File: src/rtl/perf_fpga_req_sequencer.sv
// perf_fpga_req_sequencer: issues one host command to the perf engine once per repetition, times the batch and reports one status record
//   aclk/areset            clock, synchronous active-high reset
//   cmd_valid/cmd_ready    host command handshake; cmd_type, cmd_n_beats, cmd_n_reps carry the command
//   eng_req_type/eng_n_beats/eng_busy/eng_done   engine request interface
//   stat_valid/stat_cycles/stat_reps/stat_error  one-cycle status record per command
//   idle                   sequencer is waiting for a command
module perf_fpga_req_sequencer #(
  parameter int TIMEOUT_CYCLES = 2**20,
  parameter int CNT_W = 64
) (
  input  logic             aclk,
  input  logic             areset,
  input  logic             cmd_valid,
  output logic             cmd_ready,
  input  logic [1:0]       cmd_type,
  input  logic [63:0]      cmd_n_beats,
  input  logic [31:0]      cmd_n_reps,
  output logic [1:0]       eng_req_type,
  output logic [63:0]      eng_n_beats,
  input  logic             eng_busy,
  input  logic             eng_done,
  output logic             stat_valid,
  output logic [CNT_W-1:0] stat_cycles,
  output logic [31:0]      stat_reps,
  output logic             stat_error,
  output logic             idle
);
  localparam int TW = $clog2(TIMEOUT_CYCLES + 1);
  typedef enum logic [1:0] {IDLE, ISSUE, RUN, REPORT} state_t;
  state_t state, state_nx;
  logic [1:0] type_reg;
  logic [31:0] n_reps_reg;
  logic [TW-1:0] rep_cyc;
  logic accept, in_rep, timeout, rep_done, last_rep, abort;
  assign accept   = cmd_valid && cmd_ready;
  assign in_rep   = state == ISSUE || state == RUN;
  // rep_cyc holds the cycles already spent in this rep, so this fires in the TIMEOUT_CYCLES-th cycle
  assign timeout  = rep_cyc == TW'(TIMEOUT_CYCLES - 1);
  assign rep_done = state == RUN && eng_done;
  assign last_rep = stat_reps + 32'd1 == n_reps_reg;
  // a completing done wins over a coinciding timeout
  assign abort    = in_rep && timeout && !rep_done;
  always_ff @(posedge aclk) begin
    if (areset) state <= IDLE;
    else        state <= state_nx;
  end
  always_comb begin
    state_nx     = state;
    cmd_ready    = state == IDLE && !eng_busy;
    eng_req_type = state == ISSUE ? type_reg : 2'd0;
    stat_valid   = state == REPORT;
    idle         = state == IDLE;
    case (state)
      IDLE:    state_nx = !accept ? IDLE :
                          (cmd_type == 2'd0 || cmd_n_beats == '0 || cmd_n_reps == '0) ? REPORT : ISSUE;
      ISSUE:   state_nx = timeout ? REPORT : eng_busy ? RUN : ISSUE;
      RUN:     state_nx = rep_done ? (last_rep ? REPORT : ISSUE) : timeout ? REPORT : RUN;
      default: state_nx = IDLE;
    endcase
  end
  always_ff @(posedge aclk) begin
    if (areset) begin
      type_reg    <= 2'd0;
      n_reps_reg  <= '0;
      eng_n_beats <= '0;
      stat_cycles <= '0;
      stat_reps   <= '0;
      stat_error  <= 1'b0;
      rep_cyc     <= '0;
    end else begin
      if (accept) begin
        type_reg    <= cmd_type;
        n_reps_reg  <= cmd_n_reps;
        eng_n_beats <= cmd_n_beats;
        stat_cycles <= '0;
        stat_reps   <= '0;
        stat_error  <= cmd_type == 2'd0;
      end
      if (in_rep && stat_cycles != '1) stat_cycles <= stat_cycles + CNT_W'(1);
      if (rep_done) stat_reps <= stat_reps + 32'd1;
      if (abort) stat_error <= 1'b1;
      rep_cyc <= (state_nx == ISSUE && state != ISSUE) ? '0 : in_rep ? rep_cyc + TW'(1) : rep_cyc;
    end
  end
endmodule
File: config.mk
export PLATFORM = sky130hd
export DESIGN_NAME = perf_fpga_req_sequencer
export DESIGN_NICKNAME = d
export VERILOG_FILES = /design/src/rtl/perf_fpga_req_sequencer.sv
export SDC_FILE = /design/constraint.sdc
export NUM_CORES = 1
export LEC_CHECK = 0
export BUFFER_PORTS_ARGS = -buffer_cell sky130_fd_sc_hd__buf_2
export CAP_MARGIN = 20
export CORE_MARGIN = 4
export CORE_UTILIZATION = 40
export DETAILED_ROUTE_END_ITERATION = 16
export PLACE_DENSITY = 0.7
export SETUP_SLACK_MARGIN = 0.3
export SLEW_MARGIN = 40
export SYNTH_ARGS = -nofsm -noshare
export SYNTH_HDL_FRONTEND = slang
export SYNTH_SLANG_ARGS = --single-unit
File: constraint.sdc
create_clock -name aclk -period 3.4 [get_ports aclk]
set_input_delay 0.17 -clock aclk [delete_from_list [all_inputs] [get_ports aclk]]
set_output_delay 0.17 -clock aclk [all_outputs]
set_load 0.01 [all_outputs]
==> flow_metrics.tcl, run 1 <==
set metrics [dict create \
    cp-start-kind "flop" \
    synth_mux_area_share_pct 0.490 \
    gr-usage-all-layers_pct 24.7 \
    synth_compound_area_share_pct 18.6 \
    top_regs "eng_n_beats x64, stat_cycles x64" \
    die_y_um 172 \
    timing.final.hold_violations 0 \
    port_buffers 268 \
    syn_nets 1530 \
    first_iter_violations 916 \
    clk_latency_ns 0.52 \
    seq_area_um2 4370 \
    antenna_found_initial 5 \
    fin_crit_ns 2.98 \
    netlist_area_um2 10700 \
    worstSetupPathType "reg2reg" \
    die_w_um 172 \
    ant_nets 0 \
    setup_ws_ns 0.417 \
    layout-drive-gt1-share_pct 21.4 \
    placed_area_um2 12300 \
    ir_drop_mv 0.396 \
    leakage_nw 5.80 \
    dp_hpwl_um 25400 \
    yosysSeqAreaShare_pct 40.7 \
    viasPerCell 5.70 \
    gp_congestion 0.909 \
    numCtsBuffers 25 \
    grt_max_degree 93 \
    multi_input_area_um2 6030 \
    crit_path_end_kind "flop" \
    worst_pin_slew_ns 0.793 \
    yosys.cell_types.count 61 \
    outcome "completed" \
    cts_max_path_buffers 3 \
    synth-edff-count 0 \
    synth_seq_cells 218 \
    cap_violations 0 \
    cts_max_level 1 \
    synth_simple_gate_area_share_pct 29.8 \
    vias 12100 \
    drv_slew 0 \
    min_path_type "in2reg" \
    synth_ff_type "dfxtp_1" \
    cp.arrival_ns 3.43 \
    clock.fmax_mhz 335 \
    setup_viol_count_final 0 \
    cts.clk_slew.worst_paths_ns 0.06 \
    grt_first_pass_wirelength_um 59700 \
    avgSynthCellArea_um2 7.55 \
    fin_area_um2 14400 \
    fp.dieArea_um2 29500 \
    first_pass_iters 5 \
    design_power_total_mw 6.46 \
    maxSlewHeadroom_pct 47.0 \
    root_buffer "clkbuf_16" \
    ys.warnings.count 0 \
    drc_errors 0 \
    rows 59 \
    floorplan.initialDensity_pct 40.9 \
    area_growth_pct 34.7 \
    cts_tree "built" \
    fin_crit_sh_pct 87.7 \
    synth_fa_ha_area_share_pct 0.817 \
    synth_top_family_by_area "simple AND/OR/NAND/NOR gates" \
    fin_nets 1875 \
    cts.sinks 218 \
    setup_tns_ns 0 \
    grt_remaining_overflow 0 \
    crit_required_ns 3.85 \
    io_pins 269 \
    synth-xor-area-share_pct 5.31 \
    grt_pass1_vias 11200 \
    postSynth.asyncResetShare_pct 0 \
    wl_per_cell_um 18.3 \
    p_per_area_nw_per_um2 447 \
    rsz0062_at_grt "false" \
    place_ws_ns 0.147 \
    coreArea_um2 26200 \
    worstPathMaxFanout 7 \
    finClkSkew_ns 0.0102 \
    synth_cells 1420 \
    drt-total-wl_um 38800 \
    fillerInstances 2338 \
]
[what timing repair did]
item	4_1_cts	5_1_grt
setup buffers	0	5
resized for setup	1	20
hold endpoints to repair	98	0
endpoints found under the setup margin	55	83
pin swaps	0	2
hold buffers	98	0
gates cloned	1	5
[stage by stage]
step                      std cells  util [%]  hold slack (ns)
after floorplan                1420         -            0.306
after global placement         1963      47.1            0.424
after detailed placement       1963      47.1            0.427
after CTS                      2106      54.5           0.0567
after global routing           2120      55.1            0.104
final                          2120      55.1           0.0712
[worst max-delay path, stage by stage (launching register included)]
cell and delay, ns:
dfxtp_2 0.38, ha_4 0.17, nand2_1 0.05, or4_4 0.56, nor4b_4 0.37, or4b_4 0.56
o21ai_4 0.19, buf_4 0.16, and2_2 0.27, o21ai_0 0.13, o21ai_1 0.09
[path summary, 6_finish.rpt]
| kind | start | end | slack (ns) | cells past startpoint |
|---|---|---|---|---|
| worst max-delay path | stat_cycles[0] | stat_cycles[63] | 0.42 | 10 |
| worst min-delay path | eng_done | state[0] | 0.07 | 3 |
| worst max register to register | stat_cycles[0] | stat_cycles[63] | 0.42 | 10 |
| worst min register to register | eng_n_beats[7] | eng_n_beats[7] | 0.45 | 2 |
[placed cells by master, fill, tap and decap left out, types with 12 or more instances in the layout]
master / instances
nand2_1: 285
buf_2: 267
dfxtp_1: 213
a21oi_1: 146
o21ai_0: 115
nor2_1: 111
dlygate4sd3_1: 98
nand3_1: 57
nand4_1: 42
nor4_1: 41
xnor2_1: 37
buf_4: 33
and3_1: 28
xor2_1: 28
a31oi_1: 26
nor3_1: 26
clkbuf_16: 25
and2_1: 14
o31ai_1: 13
a311oi_1: 13
and4_1: 12
[cell usage after synthesis (all sizes together) (3+ instances only)]
master    n  area [um^2]
and2     20          128
nand2b    6         37.5
xor2     28          245
o21ai   124          624
o41ai     3         26.3
nor4     45          303
nand2   287         1080
nor3     26          130
a21o      4         30.0
a311oi   13          114
a21oi   147          736
nor2    113          427
o211ai    3         22.5
and4     12          105
a211oi    6         45.0
dfxtp   218         4360
buf      29          181
nand3    57          285
inv       9         33.8
or4      13          105
a31oi    26          163
clkbuf   63          240
mux2i     3         30.0
o31a      3         26.3
nor2b     6         37.5
or3       5         31.3
ha        7         87.6
xnor2    37          324
o31ai    13         97.6
nand4    42          263
and3     28          175
[kinds of logic (layout without fill, tap and decap cells)]
| group | Yosys count | after routing |
|---|---|---|
| xor gates and xnor gates | 65 | 65 |
| buffers and inverters | 101 | 457 |
| muxes | 5 | 5 |
| and+or+nand+nor | 669 | 675 |
| DFF | 218 | 218 |
| AOI/OAI and AO/OA | 355 | 355 |
| adders and majority gates | 7 | 7 |
| other | 0 | 3 |
[final cells by class]
class	instances	share of cell area, %
multi-input cells	1107	41.8
flip-flops and latches	218	30.3
repair buffers	404	18.3
clock buffers	32	4.86
well taps	335	2.90
clock inverters	12	1.67
inverters	9	0.234
diodes	3	0.0520
[power by group]
| part | leakage [nW] | switching [mW] | total, mW | internal [mW] |
|---|---|---|---|---|
| sequential | 1.77 | 0.0465 | 2.67 | 2.62 |
| combinational | 3.57 | 0.418 | 0.711 | 0.292 |
| clock | 0.462 | 1.10 | 3.08 | 1.98 |
[layer usage]
metal,wire length [um],up-vias,global-route usage [%]
met2,17600,666,39.9
met1,15700,5554,32.2
met5,27,-,0
met4,1770,4,10.1
met3,3720,122,5.10
li1,-,5746,-
Note: power is estimated with default switching activity, not from simulation.
==> inputs of run 2 (changes only) <==
- ABC_AREA: not set -> 1
- CORE_MARGIN: 4 -> 5
- PLACE_DENSITY: 0.7 -> 0.69
==> run 2 against run 1 <==
Net effect: clock skew rose by 0.0048 ns; register-to-register slack improved by 0.08 ns; die area increased by 12%; via count increased by 12%; hold slack got worse by 0.053 ns.
==> flow_metrics.tcl, run 2 <==
set metrics [dict create \
    timing.final.hold_violations 0 \
    final_common_cell "nand2_1" \
    synth_seq_cells 218 \
    drv_slew 0 \
    die_w_um 182 \
    leakage_nw 6.24 \
    rows 63 \
    synth_area_leader_cell "dfxtp_1" \
    cts_max_level 1 \
    rsz0062_at_grt "false" \
    synth_cells 1834 \
    fin_crit_sh_pct 85.5 \
    synthTopCellsByCount "nand2_1, dfxtp_1, a21oi_1, inv_1, nand3_1" \
    ant_nets 0 \
    drc_errors 0 \
    cp.arrival_ns 3.36 \
    worst_pin_slew_ns 0.835 \
    die_y_um 182 \
    worstPathMaxFanout 7 \
    grt_first_pass_wirelength_um 66300 \
    fp.dieArea_um2 33100 \
    layout_common_cells "nand2_1, buf_2, dfxtp_1" \
    viasPerCell 5.22 \
    wl_per_cell_um 16.3 \
    io_pins 269 \
    floorplan.initialDensity_pct 40.2 \
    cts_max_path_buffers 3 \
    outcome "completed" \
    area_growth_pct 31.5 \
    startpoint "stat_cycles[2]" \
    setup_viol_count_final 0 \
    postSynth.asyncResetShare_pct 0 \
    avgSynthCellArea_um2 6.44 \
    synth-edff-count 0 \
    setup_tns_ns 0 \
    first_iter_violations 866 \
    swShare_pct 26.0 \
    port_buffers 268 \
    gp_congestion 0.932 \
    vias 13600 \
    fillerInstances 2853 \
    finClkSkew_ns 0.0150 \
    antenna_found_initial 2 \
    combPwrFrac_pct 12.1 \
    p_sw_mw 1.65 \
    maxSlewHeadroom_pct 44.0 \
    p_per_area_nw_per_um2 408 \
    min_from "cmd_n_reps[30]" \
    cp-start-kind "flop" \
    min_path_type "in2reg" \
    clock.fmax_mhz 344 \
    root_buffer "clkbuf_16" \
    yosysMostFrequentCell "nand2_1" \
    yosys.cell_types.count 39 \
    first_pass_iters 5 \
    cap_violations 0 \
    clk_latency_ns 0.54 \
    cts_tree "built" \
    clkPwrFrac_pct 45.5 \
    grt_max_degree 82 \
    gr-usage-all-layers_pct 23.9 \
    ys.warnings.count 0 \
    ir_drop_mv 0.344 \
    place_ws_ns 0.335 \
    synth.top_cell.area_share_pct 37.0 \
    r2r_start "stat_cycles[2]" \
    cts.sinks 218 \
    fin_nets 2300 \
    cts.clk_slew.worst_paths_ns 0.06 \
    netlist_area_um2 11800 \
    multi_input_area_um2 6560 \
    synth_area_leaders "dfxtp_1, nand2_1, a21oi_1" \
    seq_area_um2 4370 \
    drt-total-wl_um 42400 \
    yosysSeqAreaShare_pct 37.0 \
    seqPwrFrac_pct 42.3 \
    layout-drive-gt1-share_pct 18.7 \
    crit_required_ns 3.85 \
    fin_crit_ns 2.91 \
    setup_ws_ns 0.493 \
    syn_nets 1944 \
    grt_pass1_vias 12900 \
    dp_hpwl_um 29700 \
    numCtsBuffers 27 \
    top_regs "eng_n_beats x64, stat_cycles x64" \
    synth_ff_type "dfxtp_1" \
    worstSetupPathType "reg2reg" \
    crit_path_end_kind "flop" \
    p_int_mw 4.69 \
    grt_remaining_overflow 0 \
    coreArea_um2 29400 \
]
run 2: worst max-delay path, cell delays in order (launching register included):
cell     delay (ns)
dfxtp_1        0.47
nand3_1        0.28
inv_1          0.17
nand4_1        0.13
nor2_1         0.18
nand2_1        0.14
nor2_1         0.25
nand4_1        0.22
nor3_1         0.48
nand2_1        0.14
xor2_1         0.15
nand2_1        0.06
a21oi_1        0.15
run 2: cell families after synthesis:
group | synth area share, %
simple gates | 39.3
compound gates | 11.4
buf+inv | 7.84
flops | 37.0
xor+xnor | 3.63
fa+ha+maj | 0.742
mux | 0.0848
run 2: timing repair:
item	CTS	global route
setup buffers	0	6
endpoints found under the hold margin	97	0
hold buffers	96	0
endpoints found under the setup margin	0	82
resized for setup	0	8
run 2: cell type report:
type                    count  share of cell area [%]
inverters                 173                    4.21
clock inverters             9                   0.636
diodes                      1                  0.0161
flip-flops and latches    218                    28.1
clock buffers              40                    5.12
well taps                 390                    3.14
repair buffers            391                    16.5
repair inverters            1                  0.0322
multi-input cells        1378                    42.2
run 2: worst paths after layout:
kind                          end  slack [ns]  cells after the start
setup / recovery  stat_cycles[53]        0.49                     12
hold / removal     n_reps_reg[30]        0.02                      3
hold reg to reg   eng_n_beats[19]        0.46                      2
setup reg to reg  stat_cycles[53]        0.49                     12
run 2: power by group through the flow:
| stage | Combinational (mW) | Clock (mW) | Sequential [mW] |
|---|---|---|---|
| after CTS | 0.715 | 2.95 | 2.68 |
| after detailed placement | 0.629 | 0 | 2.73 |
| after floorplan | 0.357 | 0 | 2.75 |
| final | 0.768 | 2.89 | 2.68 |
| after global routing | 0.835 | 3.07 | 2.69 |
| after global placement | 0.623 | 0 | 2.73 |
run 2: routing by layer:
layer	share of wire [%]	vias up	GRT usage [%]
li1	-	6690	-
met2	45	587	39.2
met4	3.9	2	8.89
met1	42	6187	30.2
met3	9.1	108	6.19
met5	0.031	-	0
run 2: through the flow:
stage	total power [mW]	cell area [um^2]	hold slack [ns]	util, %	cells
after floorplan	3.11	11800	0.315	-	1834
after global placement	3.36	13500	0.430	46.0	2446
after detailed placement	3.36	13500	0.439	46.0	2446
after CTS	6.35	15400	0.00417	52.3	2591
after global routing	6.60	15500	0.0243	52.8	2601
final	6.34	15500	0.0182	52.8	2601
==> inputs of run 3 (changes only) <==
- CELL_PAD_IN_SITES_DETAIL_PLACEMENT: not set -> 0
- CELL_PAD_IN_SITES_GLOBAL_PLACEMENT: not set -> 1
- CORE_UTILIZATION: 40 -> 38
- PLACE_DENSITY: 0.69 -> 0.88
- TNS_END_PERCENT: not set -> 1
==> run 3 against run 2 <==
Net effect: fmax rose by 1.6%; via count fell by 0.57%; wire length shrank 0.89%; final area shrank 0.64%; critical path depth unchanged; combinational power down 5.2%; setup slack improved by 0.045 ns; hold slack better by 0.018 ns; count of clock-buffer cells in the layout is 4 lower; critical path type unchanged; critical endpoint unchanged.
==> flow_metrics.tcl, run 3 (synthesis results as in run 2) <==
set metrics [dict create \
    wl_per_cell_um 16.2 \
    min_path_type "in2reg" \
    drv_slew 0 \
    crit_chain "nand3_1 > inv_1 > nand4_1 > nor2_1 > nand2_1 > nor2_1 > nand4_1 > nor3_1 > nand2_1 > xor2_1 > nand2_1 > a21oi_1" \
    antenna_found_initial 0 \
    top_regs "eng_n_beats x64, stat_cycles x64" \
    drc_errors 0 \
    worstPathMaxFanout 7 \
    floorplan.initialDensity_pct 38.5 \
    dp_hpwl_um 30400 \
    rows 64 \
    layout-drive-gt1-share_pct 18.4 \
    clock.fmax_mhz 349 \
    area_growth_pct 30.7 \
    cap_violations 0 \
    reg2reg_slack_ns 0.54 \
    clk_latency_ns 0.53 \
    critPathSlowestCell "nor3_1" \
    numCtsBuffers 26 \
    reg2reg_depth 12 \
    ant_nets 0 \
    cp-start-kind "flop" \
    root_buffer "clkbuf_16" \
    gp_congestion 0.934 \
    vias 13500 \
    whs_path_depth 3 \
    post_cts_buffers 0 \
    r2r_start "stat_cycles[2]" \
    die_y_um 186 \
    worst_pin_slew_ns 0.931 \
    num_antenna_cells 0 \
    grt_pass1_vias 12600 \
    coreArea_um2 30700 \
    gr-usage-all-layers_pct 23.1 \
    setup_viol_count_final 0 \
    setup_tns_ns 0 \
    min_from "cmd_n_reps[27]" \
    cts.clk_slew.worst_paths_ns 0.06 \
    cts_max_path_buffers 3 \
    r2r-end "stat_cycles[53]" \
    fin_nets 2287 \
    port_buffers 268 \
    maxSlewHeadroom_pct 37.5 \
    viasPerCell 5.20 \
    leakage_nw 6.19 \
    first_iter_violations 1024 \
    crit_required_ns 3.77 \
    io_pins 269 \
    crit_path_end_kind "flop" \
    final_common_cell "nand2_1" \
    layout_common_cells "nand2_1, buf_2, dfxtp_1" \
    rsz0062_at_grt "true" \
    grt_first_pass_wirelength_um 65900 \
    min_to "n_reps_reg[27]" \
    first_pass_iters 6 \
    outcome "completed" \
    grt_max_degree 166 \
    drt-total-wl_um 42000 \
    fp.dieArea_um2 34700 \
    timing.final.hold_violations 0 \
    die_w_um 186 \
    cts_tree "built" \
    fin_crit_ns 2.86 \
    cts_max_level 1 \
    grt_remaining_overflow 0 \
    ir_drop_mv 0.329 \
    fin_crit_sh_pct 84.2 \
    cp.arrival_ns 3.24 \
    finClkSkew_ns 0.00893 \
    worstSetupPathType "reg2reg" \
    fin_util_pct 50.3 \
    crit_path_frequent_cell "nand2_1" \
    cts.sinks 218 \
    max_stage_delay_ns 0.50 \
    p_per_area_nw_per_um2 413 \
]
run 3: worst max-delay path by stage:
stage | slack [ns] | endpoint | cells after the start | from
final | 0.54 | stat_cycles[53] | 12 | stat_cycles[2]
after global routing | 0.22 | stat_cycles[44] | 14 | stat_cycles[1]
after CTS | 0.47 | rep_cyc[14] | 17 | stat_reps[1]
after detailed placement | 0.30 | rep_cyc[14] | 17 | stat_reps[1]
after global placement | 0.38 | rep_cyc[20] | 18 | stat_reps[1]
after floorplan | 1.10 | rep_cyc[1] | 20 | stat_reps[0]
run 3: final cells by class:
cell class	count	area, um^2
clock buffer	36	739
clock inverter	12	169
fill	3078	15200
inverter	173	649
multi-input combinational	1378	6560
sequential	218	4360
tap	396	495
timing repair buffer	380	2460
run 3: worst max-delay path: cells and delay by family (launching register included):
kind	cells	cell delay, ns
compound gates	1	0.06
buf+inv	1	0.17
xor+xnor	1	0.17
flops	1	0.47
simple gates	9	1.83
run 3: stage by stage:
step	instances	hold WS [ns]	setup WS [ns]	area [um^2]	total power, mW
floorplan	1834	0.315	1.10	11800	3.11
global placement	2456	0.430	0.378	13600	3.37
detailed placement	2456	0.439	0.305	13600	3.38
CTS	2593	0.00634	0.472	15400	6.44
global route	2593	0.0362	0.221	15400	6.63
finish	2593	0.0359	0.538	15400	6.37
run 3: per-layer routing:
layer	global-route usage (%)	vias up	part of all wire [%]
li1	-	6674	-
met1	30.5	6260	43
met2	38.3	495	46
met3	4.92	67	7.9
met4	6.53	0	2.7
met5	0	-	0
run 3: power breakdown:
group          switching (mW)  internal, mW  total [mW]
Combinational           0.454         0.274       0.728
Clock                    1.14          1.82        2.96
Sequential             0.0449          2.64        2.68
Total                    1.64          4.73        6.37
run 3: what timing repair did:
item	in CTS	in global routing
pin swaps	0	0
endpoints found under the hold margin	89	0
resized for setup	1	5
setup endpoints to repair	2	83
hold buffers	89	0
